File: src/rtl/uart_tx_frame_ctrl.sv
// UART transmit frame sequencer: start, LSB-first data, optional odd parity, stop bits.
// Supports one-shot parity corruption for error-path testing.
module uart_tx_frame_ctrl #(
  parameter int unsigned DATA_WIDTH   = 8,
  parameter int unsigned CLKS_PER_BIT = 16,
  parameter int unsigned STOP_BITS    = 1
) (
  input  logic                  clk,
  input  logic                  reset,
  input  logic                  tx_valid,
  input  logic [DATA_WIDTH-1:0] tx_data,
  output logic                  tx_ready,
  input  logic                  parity_en,
  input  logic                  err_inj_en,
  output logic                  tx_serial,
  output logic                  tx_busy,
  output logic                  frame_done,
  output logic                  err_inj_done
);

  localparam int unsigned CntW = $clog2(CLKS_PER_BIT);
  localparam int unsigned BitW = $clog2(DATA_WIDTH + 1);

  localparam logic [CntW-1:0] BaudLast = CntW'(CLKS_PER_BIT - 1);
  localparam logic [CntW-1:0] BaudOne  = CntW'(1);
  localparam logic [BitW-1:0] DataLast = BitW'(DATA_WIDTH - 1);
  localparam logic [BitW-1:0] StopLast = BitW'(STOP_BITS - 1);
  localparam logic [BitW-1:0] BitOne   = BitW'(1);

  localparam logic [2:0] StIdle   = 3'd0;
  localparam logic [2:0] StStart  = 3'd1;
  localparam logic [2:0] StData   = 3'd2;
  localparam logic [2:0] StParity = 3'd3;
  localparam logic [2:0] StStop   = 3'd4;

  logic [2:0]            state_q, state_d;
  logic [CntW-1:0]       baud_q, baud_d;
  logic [BitW-1:0]       bitc_q, bitc_d;
  logic [DATA_WIDTH-1:0] shift_q, shift_d;
  logic                  par_en_q, par_en_d;
  logic                  par_bit_q, par_bit_d;
  logic                  inj_q, inj_d;
  logic                  tx_serial_q, tx_serial_d;
  logic                  frame_done_q, frame_done_d;
  logic                  err_inj_done_q, err_inj_done_d;
  logic                  bit_end;

  assign bit_end = (baud_q == BaudLast);

  always_comb begin
    state_d   = state_q;
    baud_d    = baud_q;
    bitc_d    = bitc_q;
    shift_d   = shift_q;
    par_en_d  = par_en_q;
    par_bit_d = par_bit_q;
    inj_d     = inj_q;
    unique case (state_q)
      StIdle: begin
        if (tx_valid) begin
          state_d  = StStart;
          baud_d   = '0;
          bitc_d   = '0;
          shift_d  = tx_data;
          par_en_d = parity_en;
          // Injection only means something when a parity bit is actually sent.
          inj_d     = parity_en & err_inj_en;
          par_bit_d = (~^tx_data) ^ (parity_en & err_inj_en);
        end
      end
      StStart, StData, StParity, StStop: begin
        if (!bit_end) begin
          baud_d = baud_q + BaudOne;
        end else begin
          baud_d = '0;
          if (state_q == StStart) begin
            state_d = StData;
            bitc_d  = '0;
          end else if (state_q == StData) begin
            shift_d = shift_q >> 1;
            if (bitc_q == DataLast) begin
              bitc_d  = '0;
              state_d = par_en_q ? StParity : StStop;
            end else begin
              bitc_d = bitc_q + BitOne;
            end
          end else if (state_q == StParity) begin
            state_d = StStop;
            bitc_d  = '0;
          end else if (bitc_q == StopLast) begin
            state_d = StIdle;
            bitc_d  = '0;
          end else begin
            bitc_d = bitc_q + BitOne;
          end
        end
      end
      default: begin
        state_d = StIdle;
        baud_d  = '0;
        bitc_d  = '0;
      end
    endcase
  end

  // Outputs are computed from next state so they can be registered without a cycle of lag.
  always_comb begin
    tx_serial_d = 1'b1;
    case (state_d)
      StStart:  tx_serial_d = 1'b0;
      StData:   tx_serial_d = shift_d[0];
      StParity: tx_serial_d = par_bit_d;
      default:  tx_serial_d = 1'b1;
    endcase
    frame_done_d   = (state_d == StStop) && (baud_d == BaudLast) && (bitc_d == StopLast);
    err_inj_done_d = (state_d == StParity) && (baud_d == BaudLast) && inj_d;
  end

  always_ff @(posedge clk or negedge reset) begin
    if (!reset) begin
      state_q        <= StIdle;
      baud_q         <= '0;
      bitc_q         <= '0;
      shift_q        <= '0;
      par_en_q       <= 1'b0;
      par_bit_q      <= 1'b0;
      inj_q          <= 1'b0;
      tx_serial_q    <= 1'b1;
      frame_done_q   <= 1'b0;
      err_inj_done_q <= 1'b0;
    end else begin
      state_q        <= state_d;
      baud_q         <= baud_d;
      bitc_q         <= bitc_d;
      shift_q        <= shift_d;
      par_en_q       <= par_en_d;
      par_bit_q      <= par_bit_d;
      inj_q          <= inj_d;
      tx_serial_q    <= tx_serial_d;
      frame_done_q   <= frame_done_d;
      err_inj_done_q <= err_inj_done_d;
    end
  end

  assign tx_serial    = tx_serial_q;
  assign frame_done   = frame_done_q;
  assign err_inj_done = err_inj_done_q;
  assign tx_ready     = (state_q == StIdle);
  assign tx_busy      = (state_q != StIdle);

endmodule
File: config.mk
export PLATFORM = sky130hd
export DESIGN_NAME = uart_tx_frame_ctrl
export DESIGN_NICKNAME = d
export VERILOG_FILES = /design/src/rtl/uart_tx_frame_ctrl.sv
export SDC_FILE = /design/constraint.sdc
export NUM_CORES = 1
export LEC_CHECK = 0
export BUFFER_PORTS_ARGS = -buffer_cell sky130_fd_sc_hd__buf_4
export CAP_MARGIN = 20
export CORE_ASPECT_RATIO = 1.25
export CORE_MARGIN = 2
export CORE_UTILIZATION = 57
export CTS_CLUSTER_DIAMETER = 50
export DETAILED_ROUTE_END_ITERATION = 12
export HOLD_SLACK_MARGIN = 0.15
export PLACE_DENSITY = 0.88
export REMOVE_ABC_BUFFERS = 1
export SYNTH_ARGS = -nofsm -noshare
export SYNTH_HDL_FRONTEND = slang
export SYNTH_SLANG_ARGS = --single-unit
File: constraint.sdc
create_clock -name clk -period 2.15 [get_ports clk]
set_clock_uncertainty 0.15 [all_clocks]
set_input_delay 0 -clock clk [delete_from_list [all_inputs] [get_ports clk]]
set_output_delay 0 -clock clk [all_outputs]
set_load 0.02 [all_outputs]
-- After elaboration in Yosys (flattened, before gate mapping)
Cells that the tools add are included.
- bitwise operators: 2
- reduce and logical (&&, ||, !) cells: 13
- $add $sub $neg: 2
- multiplexer cells: 30
- equality and inequality tests: 15
- operator list (operator ; number):
    4-bit 2-to-1 mux ; 9
    8-bit 2-to-1 mux ; 4
    3-bit 2-to-1 mux ; 8
    4-bit one-hot mux with 2 select lines ; 2
    8-bit one-hot mux with 2 select lines ; 1
    3-bit by 2-bit equality test with 1-bit output, second input constant ; 4
    4-bit by 1-bit adder with 4-bit output, second input constant ; 2
    4-bit equality test, second input constant ; 2
    4-bit zero test ; 2
    2-bit != test, second input constant ; 4
    8-bit XNOR reduction ; 1
    3-bit by 1-bit equality test with 1-bit output, second input constant ; 2
    3-bit equality test, second input constant ; 2
    3-bit one-hot mux with 2 select lines ; 1
    5-bit AND reduction ; 1
    4-bit by 3-bit equality test with 1-bit output, second input constant ; 1
    1-bit logical AND ; 4
    1-bit 2-to-1 mux ; 4
    4-bit OR reduction ; 1
    3-bit zero test ; 1
    1-bit one-hot mux with 3 select lines ; 1
    3-bit nonzero test ; 1
    2-bit AND reduction ; 1
    2-bit nonzero test ; 1
    other kinds (2) ; 2
- output and inout bits: 5
- register bits after elaboration: 25
- logic and storage cells: 73

-- Longest topological paths before layout
- depth after elaboration: 10
- depth in mapped cells: 8
- mapped depth without buffers: 7

-- Worst setup path after synthesis
Ideal clock, no wire load.
- path kind: flip-flop to flip-flop
- from: register baud_q[0]
- to: register err_inj_done_q, in the netlist err_inj_done
- buffers on the path: 1
- data arrival time: 1683 ps
- slack: 222 ps
- stages on the path, launching flop included: 9
- data required time: 1905 ps
- cells stage by stage: dfrtp_1 -> ha_1 -> and3_1 -> buf_4 -> a21oi_2 -> a311o_1 -> inv_1 -> nand2_1 -> nor4b_2
- cells in the longest elaborated chain, start to end: 6
- ends and longest elaborated chain (what ; line ; source):
    start, declared ; 37 ; logic [CntW-1:0] baud_q, baud_d;
    start signal, assigned ; 133 ; baud_q <= baud_d;
    4-bit equality test ; 48 ; assign bit_end = (baud_q == BaudLast);
    3-bit 2-to-1 mux ; 72 ; if (!bit_end) begin
    3-bit one-hot mux with 2 select lines ; 58 ; unique case (state_q)
    via state_d[1] ; 36 ; logic [2:0] state_q, state_d;
    3-bit by 2-bit equality test with 1-bit output ; 116 ; err_inj_done_d = (state_d == StParity) && (baud_d == BaudLast) && inj_d;
    1-bit logical AND (2 in a row) ; 116 ;
    via err_inj_done_d ; 45 ; logic err_inj_done_q, err_inj_done_d;
    end signal, assigned ; 141 ; err_inj_done_q <= err_inj_done_d;
    end, declared ; 45 ;
The timed path passes the listed nets, and every way through them passes these cells.
A chain may end at the register's enable or synchronous reset.

-- Final worst setup path
- from: register baud_q[1]
- to: register frame_done_q, in the netlist frame_done
- RTL lines (what ; line ; source):
    4-bit equality test ; 48 ;
    4-bit 2-to-1 mux ; 72 ;
    4-bit one-hot mux with 2 select lines ; 58 ;
    via bitc_d[1] ; 38 ; logic [BitW-1:0] bitc_q, bitc_d;
    4-bit zero test ; 115 ; frame_done_d = (state_d == StStop) && (baud_d == BaudLast) && (bitc_d == StopLast);
    1-bit logical AND ; 115 ;
    via frame_done_d ; 44 ; logic frame_done_q, frame_done_d;
    end signal, assigned ; 140 ; frame_done_q <= frame_done_d;
    end, declared ; 44 ;
The timed path passes the listed nets, and every way through them passes these cells.

==> impl_metrics.yaml <==
finish:
  syn_to_final_growth_pct: 26.5
  drive_above_1_share_pct: 27.5
  postLayoutCoreUtil_pct: 73.5
  layout_common_cells: "buf_4 (26), nand2_1 (24), dfrtp_1 (24), dlygate4sd3_1 (14), a22oi_1 (9)"
  final_common_cell: "buf_4"
  n_antenna_cell: 0
  finish.instance_area_mm2: 0.00193
  final_net_count: 210
placement:
  dp_slack_ns: 0.0636
  io_buffers: 17
  place_congestion: 0.982
  post_dp_cell_area_mm2: 0.00172
  place_hpwl_um: 2630
setup_path:
  crit_buf_inv: 1
  critPathArrivalTime_ns: 2.16
  slowest_stage: "dfrtp_1"
  path_cells: "ha_2, and3_2, buf_4, mux2i_1, o32ai_2, nand4b_1, nor4_2"
  crit_family: "simple AND/OR/NAND/NOR gates"
  r2r_slack_ns: 0.1
  crit_required_ns: 2.26
  r2r-end: "frame_done"
  cp-start-kind: "register"
  r2r_start: "baud_q[1]"
  cp_max_fo: 7
  worstSetupPathType: "reg -> reg"
  worst-r2r-cell-count: 7
  critPathMaxStageDelay_ns: 0.43
  end_kind: "register"
  worst-path-stages: 7
  setup.worst_path.start: "baud_q[1]"
  cp-endpoint: "frame_done"
logic_synthesis:
  synth_top_cell_by_area: "dfrtp_1"
  synthArstFlopShare_pct: 100
  seq_area_frac_synth_pct: 41.0
  ys_ff_latch: 25
  yosysWarnings: 0
  synth_edf_count: 0
  avgSynthCellArea_um2: 9.86
  synthDistinctLibCells: 57
  synth_ff_type: "dfrtp_1"
  ys_top_cells_by_area: "dfrtp_1 (39%), nand2_1 (5.9%), xnor2_1 (4.6%)"
  synthCells: 155
  syn_area_mm2: 0.00153
  yosysTopAreaCellShare_pct: 39.3
timing:
  rsz0062_at_grt: "no"
  maxSlewHeadroom_pct: 59.0
  worst_pin_slew_ns: 0.607
  final.min_clock_period_ns: 2.05
  fmax_ghz: 0.487
  finalSetupViolations: 0
  drv_slew: 0
  setup_ws_ns: 0.0983
  fin_crit_sh_pct: 95.4
  finalHoldViolCount: 0
  fin_tns_setup_ns: 0
drt:
  drtIter0Drc: 66
  vias_per_cell: 6.05
  dr.pass1.iters: 5
  ant_nets: 0
  drc: 0
  via_count: 1374
  routedWlPerCell_um: 17.0
  drt-total-wl_um: 3860
global_routing:
  grt_pass1_vias: 1457
  antenna_found_initial: 0
  grt_pass1_wl_um: 6330
  overflow: 0
  grt_max_degree: 25
  grt_usage_pct: 27.2
job:
  maxCapViolCount: 0
pwr:
  peakVddDrop_uv: 713
  power_leakage_nw: 0.853
  p_per_area_mw_per_mm2: 1060
  finalPower_w: 0.00205
cts:
  clockRootBuffer: "clkbuf_4"
  cts.sink_count: 25
  cts_buffers: 3
  htree_levels: 1
  clockBufferDepth: 2
  clkTransAtPathRegs_ns: 0.15
  tritoncts: "done"
  post_cts_buffers: 0
  clk_latency_ns: 0.33
die:
  core-area_mm2: 0.00263
  fp-row-count: 21
  fp.dieW_um: 50.3
  fp.dieArea_mm2: 0.00311
  io_pins: 18
  start_util_pct: 58.1
  die_y_um: 61.9
min_path:
  min-delay-path-class: "in -> reg"
  min_from: "parity_en"
outcome:
  status: "finished, final reports clean"
-- cell families (layout without fill, tap and decap cells) --
group	after synthesis	after routing	share of synthesized area, %
and+or+nand+nor	59	59	22.4
AOI/OAI and AO/OA	43	43	22.9
DFF	25	25	41.0
buffers and inverters	14	52	4.83
xor gates and xnor gates	10	10	5.73
adders and majority gates	3	3	2.46
muxes	1	1	0.655
-- sequential cells by signal, indices dropped and copies added, names as in the netlist --
register and count:
err_inj_done 1, par_bit_q 1, baud_q 4, state_q 3, inj_q 1, par_en_q 1, shift_q 8, tx_serial 1
frame_done 1, bitc_q 4
-- synthesized netlist by cell type (2+ instances only) --
cell / n
a21o_1: 3
a21oi_1: 5
a22o_1: 2
a22oi_1: 9
buf_2: 2
buf_4: 3
dfrtp_1: 24
ha_1: 3
inv_1: 4
inv_2: 3
nand2_1: 24
nand2b_1: 2
nand3_1: 3
nand4b_1: 2
nor2_1: 6
nor2_4: 2
nor3_1: 2
nor4b_1: 2
o21ai_0: 5
o21ai_1: 2
or2_1: 2
or3_1: 2
xnor2_1: 8
xor2_1: 2
-- worst min-delay path by stage --
stage                     cells after the start  slack (ns)        end
final                                         4        0.27   par_en_q
after global routing                          4        0.29   par_en_q
after CTS                                     4        0.25   par_en_q
after detailed placement                      1       -0.23  bitc_q[2]
after global placement                        1       -0.24  bitc_q[1]
after floorplan                               0       -0.45  baud_q[0]
-- worst reg2reg max path, cell delays in order (launching register included) --
cell,delay (ns)
dfrtp_1,0.43
ha_2,0.26
and3_2,0.29
buf_4,0.16
mux2i_1,0.23
o32ai_2,0.12
nand4b_1,0.21
nor4_2,0.14
-- timing repair --
item                                   4_1_cts  5_1_grt
setup endpoints to repair                    0        3
resized for setup                            0        4
hold buffers                                14        0
endpoints found under the hold margin       47        0
-- report_power, final --
| part | switching (W) | internal [W] |
|---|---|---|
| Clock | 0.000148 | 0.0000713 |
| Sequential | 0.000149 | 0.000654 |
| Combinational | 0.000566 | 0.000458 |
| Total | 0.000864 | 0.00118 |
-- metal layers --
metal	routed length [µm]	vias to the layer above	global-route usage (%)	part of all wire, %
li1	-	640	-	-
met1	1490	662	30.0	39
met2	2070	59	50.8	54
met3	170	13	2.15	4.4
met4	129	0	18.5	3.3
met5	0	-	0	0
-- through the flow --
| step | hold WS (ns) | instances |
|---|---|---|
| after floorplan | -0.446 | 148 |
| final | 0.265 | 227 |
| after global placement | -0.238 | 208 |
| after global routing | 0.292 | 227 |
| after detailed placement | -0.234 | 208 |
| after CTS | 0.255 | 226 |
-- area by class of cell --
type                            count  area [µm²]
Fill cell                         186         696
Sequential cell                    25         627
Timing Repair Buffer               41         363
Clock buffer                        3        22.5
Tap cell                           34        42.5
Clock inverter                      1        7.51
Multi-Input combinational cell    116         843
Inverter                            7        26.3
Power figures use the tool's default switching activity.
